===== src/rtl/mux_pkg.sv =====
// Shared definitions for the round-robin arbitrating mux stage.
package mux_pkg;

    // One-bit source select; the encoding is what the downstream mux/demux sees.
    typedef enum logic {
        SEL_A = 1'b0,
        SEL_B = 1'b1
    } sel_t;

endpackage


===== src/rtl/sat_counter.sv =====
// Saturating up-counter with synchronous clear; clear wins over increment.
module sat_counter #(
    parameter int CW = 16
) (
    input  logic          clk,
    input  logic          rst,
    input  logic          clr,
    input  logic          inc,
    output logic [CW-1:0] count
);

    // Count handshakes, stopping at the all-ones value instead of wrapping.
    always_ff @(posedge clk) begin
        if (rst || clr) begin
            count <= '0;
        end else if (inc && (count != '1)) begin
            count <= count + CW'(1);
        end
    end

endmodule


===== src/rtl/mux_rr_stage.sv =====
// Two-source round-robin arbiter feeding a single registered output word
// plus the select that produced it, with per-source grant statistics.
module mux_rr_stage
    import mux_pkg::*;
#(
    parameter int WIDTH = 8,
    parameter int CW    = 16
) (
    input  logic             clk,
    input  logic             rst,
    input  logic             a_valid,
    input  logic [WIDTH-1:0] a_data,
    output logic             a_ready,
    input  logic             b_valid,
    input  logic [WIDTH-1:0] b_data,
    output logic             b_ready,
    output logic             y_valid,
    output logic [WIDTH-1:0] y_data,
    output logic             y_sel,
    input  logic             y_ready,
    input  logic             cnt_clr,
    output logic [CW-1:0]    cnt_a,
    output logic [CW-1:0]    cnt_b
);

    sel_t prio;
    sel_t grant_sel;
    logic grant_vld;
    logic load;

    // Grant decision: a lone requester wins, a conflict goes to the preferred source.
    always_comb begin
        grant_vld = a_valid || b_valid;
        grant_sel = SEL_A;
        if (a_valid && b_valid) begin
            grant_sel = prio;
        end else if (b_valid) begin
            grant_sel = SEL_B;
        end
        load    = !y_valid || y_ready;
        a_ready = load && a_valid && (grant_sel == SEL_A);
        b_ready = load && b_valid && (grant_sel == SEL_B);
    end

    // Output register and priority pointer; the loser of a conflict is preferred next.
    always_ff @(posedge clk) begin
        if (rst) begin
            y_valid <= 1'b0;
            y_data  <= '0;
            y_sel   <= SEL_A;
            prio    <= SEL_A;
        end else if (load) begin
            if (grant_vld) begin
                y_valid <= 1'b1;
                y_data  <= (grant_sel == SEL_B) ? b_data : a_data;
                y_sel   <= grant_sel;
                prio    <= (grant_sel == SEL_A) ? SEL_B : SEL_A;
            end else begin
                y_valid <= 1'b0;
            end
        end
    end

    sat_counter #(.CW(CW)) u_cnt_a (
        .clk   (clk),
        .rst   (rst),
        .clr   (cnt_clr),
        .inc   (a_ready),
        .count (cnt_a)
    );

    sat_counter #(.CW(CW)) u_cnt_b (
        .clk   (clk),
        .rst   (rst),
        .clr   (cnt_clr),
        .inc   (b_ready),
        .count (cnt_b)
    );

endmodule

===== config.mk =====
export PLATFORM = sky130hd
export DESIGN_NAME = mux_rr_stage
export DESIGN_NICKNAME = d
export VERILOG_FILES = /design/src/rtl/mux_pkg.sv /design/src/rtl/sat_counter.sv /design/src/rtl/mux_rr_stage.sv
export SDC_FILE = /design/constraint.sdc
export NUM_CORES = 1
export LEC_CHECK = 0
export BUFFER_PORTS_ARGS = -buffer_cell sky130_fd_sc_hd__buf_2
export CAP_MARGIN = 10
export CORE_ASPECT_RATIO = 0.6
export CORE_UTILIZATION = 44
export DETAILED_ROUTE_END_ITERATION = 10
export PLACE_DENSITY = 0.69
export SLEW_MARGIN = 10
export SYNTH_ARGS = -nofsm -noshare
export SYNTH_HDL_FRONTEND = slang
export SYNTH_SLANG_ARGS = --single-unit

===== constraint.sdc =====
create_clock -name clk -period 4.4 [get_ports clk]
set_clock_uncertainty 0.15 [all_clocks]
set_input_delay 1.1 -clock clk [delete_from_list [all_inputs] [get_ports clk]]
set_output_delay 1.1 -clock clk [all_outputs]
set_load 0.02 [all_outputs]

==> results_tabular.tex <==
\begin{tabular}{lr}
\hline
Metric & Value \\
\hline
\multicolumn{2}{l}{\textbf{Timing}} \\
Setup repair after global routing missed its margin & false \\
Final-layout setup total negative slack & 0 ps \\
Worst slew slack as a fraction of its limit & 0.390 \\
Share of the cycle needed by the critical path after routing & 0.838 \\
Setup violations, final & 0 \\
Hold Violations, Final & 0 \\
Final max-slew violation count & 0 \\
Slew at the pin closest to its max-slew limit & 911 ps \\
Achievable clock frequency & 0.271 GHz \\
Minimum clock period after layout & 3690 ps \\
\multicolumn{2}{l}{\textbf{Setup path}} \\
Kind of end point of the critical path & output pin \\
Worst setup path category & in2out \\
Critical path required time & around 3200 ps \\
Maximum fanout count along the critical path & 13 \\
Type of element launching the critical path & input port \\
CP arrival & 2440 ps \\
Slack of the worst reg-to-reg path & roughly 2200 ps \\
\multicolumn{2}{l}{\textbf{Clock tree}} \\
Maximum root-to-sink buffer count & 2 \\
Clock-pin transition on the worst setup and hold timing paths & 80 ps \\
Insertion delay to the later sink of the worst-skew pair & 290 ps \\
Number of setup buffers added after CTS & 0 \\
Clock sink count & 43 \\
Post-cts gate resize count & 0 \\
CTS Root Buffer Type & sky130\_fd\_sc\_hd\_\_clkbuf\_8 \\
CTS tree & done \\
Hold-fix buffers, CTS & 0 \\
Number of buffers created by CTS & 5 \\
Deepest level of the CTS H-tree & 2 \\
\multicolumn{2}{l}{\textbf{Logic synthesis}} \\
Area fraction of the dominant cell type after synthesis & 0.401 \\
Cell area after technology mapping & 2150 sq um \\
Cells after synthesis & 253 \\
Total nets after synthesis & 277 \\
Syn. warnings & 0 \\
Number of distinct library cells after synthesis & 39 \\
Avg Synthesized Cell Area & 8.49 sq um \\
Biggest area consumer among synthesized cells & sky130\_fd\_sc\_hd\_\_dfxtp\_1 \\
Dominant cells by area after synthesis & sky130\_fd\_sc\_hd\_\_dfxtp\_1 40\%, sky130\_fd\_sc\_hd\_\_mux2i\_1 4.7\%, sky130\_fd\_sc\_hd\_\_a21oi\_1 4.4\% \\
Flop and latch count out of synthesis & 43 \\
Sequential cell area fraction in the yosys report & 0.401 \\
\multicolumn{2}{l}{\textbf{Pwr}} \\
Worst vdd rail ir drop & between 100 and 150 uV \\
Power, Total & 0.730 mW \\
Reported leakage power & about 1.0 nW \\
Power Dens Cells & 281 nW/um\^{}2 \\
\multicolumn{2}{l}{\textbf{Run}} \\
Number of maximum-capacitance violations & 0 \\
\multicolumn{2}{l}{\textbf{Routing}} \\
Number of optimization iterations in the first detailed-route pass & 7 \\
Antenna-violating nets left & 0 \\
Via count & $\sim$2200 \\
Detailed-route wire length per cell & 15.1 um \\
Total length of routed wires & 5.70 mm \\
Mean number of vias per cell & roughly 5.9 \\
DR DRC count & 0 \\
Initial detailed-routing violation count & around 220 \\
\multicolumn{2}{l}{\textbf{Finish}} \\
Share of post-route cells with drive strength above 1 & 0.261 \\
Final core area utilization & 0.560 \\
Final instance count without filler cells & 377 \\
Final non-filler cell area & 2590 sq um \\
Inserted Diodes & 0 \\
Layout overhead on the synthesized area & 20.9\% \\
Final net count & 337 \\
\multicolumn{2}{l}{\textbf{Place}} \\
Dpl cells & 369 \\
Post-detailed-placement half-perimeter wirelength & between 4 and 5 mm \\
Final GP Congestion & 0.813 \\
Quantity of I/O buffers inserted on ports & 65 \\
Post-DP Area & 2510 sq um \\
\multicolumn{2}{l}{\textbf{Die}} \\
Y dimension of the die & 56.1 um \\
Initial Util & 0.463 \\
Core Rows & 19 \\
Placeable core region & 4640 sq um \\
I/O pin count & 66 \\
DIE AREA & 5170 sq um \\
Width of the die & 92.2 um \\
\multicolumn{2}{l}{\textbf{Global routing}} \\
Global router's overall resource usage & 0.232 \\
Largest net degree at the start of global routing & 24 \\
GRT Residual Overflow & 0 \\
Global-route wire length before repair & between 9 and 10 mm \\
Initial antenna violation count & 0 \\
Vias in the first global route & 1918 \\
\multicolumn{2}{l}{\textbf{Hold path}} \\
Worst hold-check path type & reg2reg \\
\multicolumn{2}{l}{\textbf{Run status}} \\
Run status & finished, final reports clean \\
\hline
\end{tabular}
-- final timing paths --
kind / startpoint / end / depth (start not counted)
worst min-delay path: y_sel / y_sel / 2
worst min register to register: y_sel / y_sel / 2
worst max-delay path: a_valid / a_ready / 5
worst max register to register: u_cnt_a.count[0] / u_cnt_a.count[15] / 5
-- kinds of logic (layout without fill, tap and decap cells) --
group                    Yosys count  count (layout)  synth area share
multiplexers                      10              10            0.0466
flip-flops                        43              43             0.401
AO/OA/AOI/OAI                     56              56             0.178
AND/OR/NAND/NOR                  120             120             0.321
adder cells (fa/ha/maj)            2               2            0.0117
buffers and inverters             22              83            0.0420
-- routing by layer --
| layer | part of all wire | track usage |
|---|---|---|
| met5 | 0 | 0 |
| met1 | 0.54 | 0.391 |
| met3 | 0.089 | 0.0533 |
| met2 | 0.36 | 0.283 |
| met4 | 0.0063 | 0.0513 |
-- report_power, final --
part / internal, mW / total [mW] / switching, mW
Clock: 0.111 / 0.249 / 0.138
Combinational: 0.0278 / 0.0773 / 0.0495
Sequential: 0.397 / 0.403 / 0.00601
-- flip-flops by register name, summed over array words and instances (netlist names) --
signal	count
u_cnt_a.count	16
u_cnt_b.count	16
y_data	8
prio	1
y_sel	1
y_valid	1
-- placed cells by master (no fill, tap or decap), types with 3 or more instances in the layout --
| master | instances |
|---|---|
| sky130_fd_sc_hd__buf_2 | 65 |
| sky130_fd_sc_hd__dfxtp_1 | 43 |
| sky130_fd_sc_hd__nand2_1 | 22 |
| sky130_fd_sc_hd__a21oi_1 | 19 |
| sky130_fd_sc_hd__nand3_1 | 14 |
| sky130_fd_sc_hd__or3_1 | 14 |
| sky130_fd_sc_hd__nor2_1 | 14 |
| sky130_fd_sc_hd__nand4_1 | 10 |
| sky130_fd_sc_hd__mux2i_1 | 10 |
| sky130_fd_sc_hd__nor4_1 | 9 |
| sky130_fd_sc_hd__o31ai_1 | 8 |
| sky130_fd_sc_hd__a222oi_1 | 8 |
| sky130_fd_sc_hd__inv_1 | 7 |
| sky130_fd_sc_hd__or4_1 | 7 |
| sky130_fd_sc_hd__o21ai_0 | 7 |
| sky130_fd_sc_hd__and4_1 | 6 |
| sky130_fd_sc_hd__and3_1 | 5 |
| sky130_fd_sc_hd__clkbuf_8 | 5 |
| sky130_fd_sc_hd__and2_1 | 4 |
| sky130_fd_sc_hd__nor3_1 | 4 |
| sky130_fd_sc_hd__or2_2 | 3 |
| sky130_fd_sc_hd__buf_4 | 3 |
-- per-stage QoR --
stage	setup WS [ps]	hold slack, ps
after floorplan	1190	321
after global placement	785	319
after detailed placement	713	335
after CTS	713	355
after global routing	519	384
final	711	350
-- worst max-delay path: stages --
cell,delay (ps)
sky130_fd_sc_hd__buf_2,110
sky130_fd_sc_hd__a21boi_1,330
sky130_fd_sc_hd__nand2_1,310
sky130_fd_sc_hd__inv_1,350
sky130_fd_sc_hd__buf_2,240
-- cell usage after synthesis, drive strengths merged --
cell type	n
and3	5
nor2	14
nand2b	2
inv	7
nand3	14
a31o	1
and4	6
ha	2
a21oi	19
o31ai	8
a211oi	1
a222oi	8
nor4b	2
o21ai	8
nand4	11
a21boi	1
nand2	22
o311ai	2
clkbuf	8
dfxtp	43
a31oi	2
or4	9
o21bai	1
o311a	1
nor3	4
mux2i	10
or2	3
or3	14
and2	5
o41ai	2
a311oi	2
buf	7
nor4	9
-- final cells by class --
class,instances,area (sq um)
Fill cell,425,2040
Tap cell,63,78.8
Multi-Input combinational cell,188,1200
Clock inverter,2,12.5
Timing Repair Buffer,68,348
Inverter,7,26.3
Sequential cell,43,861
Clock buffer,6,72.6
Note: power is estimated with default switching activity, not from simulation.
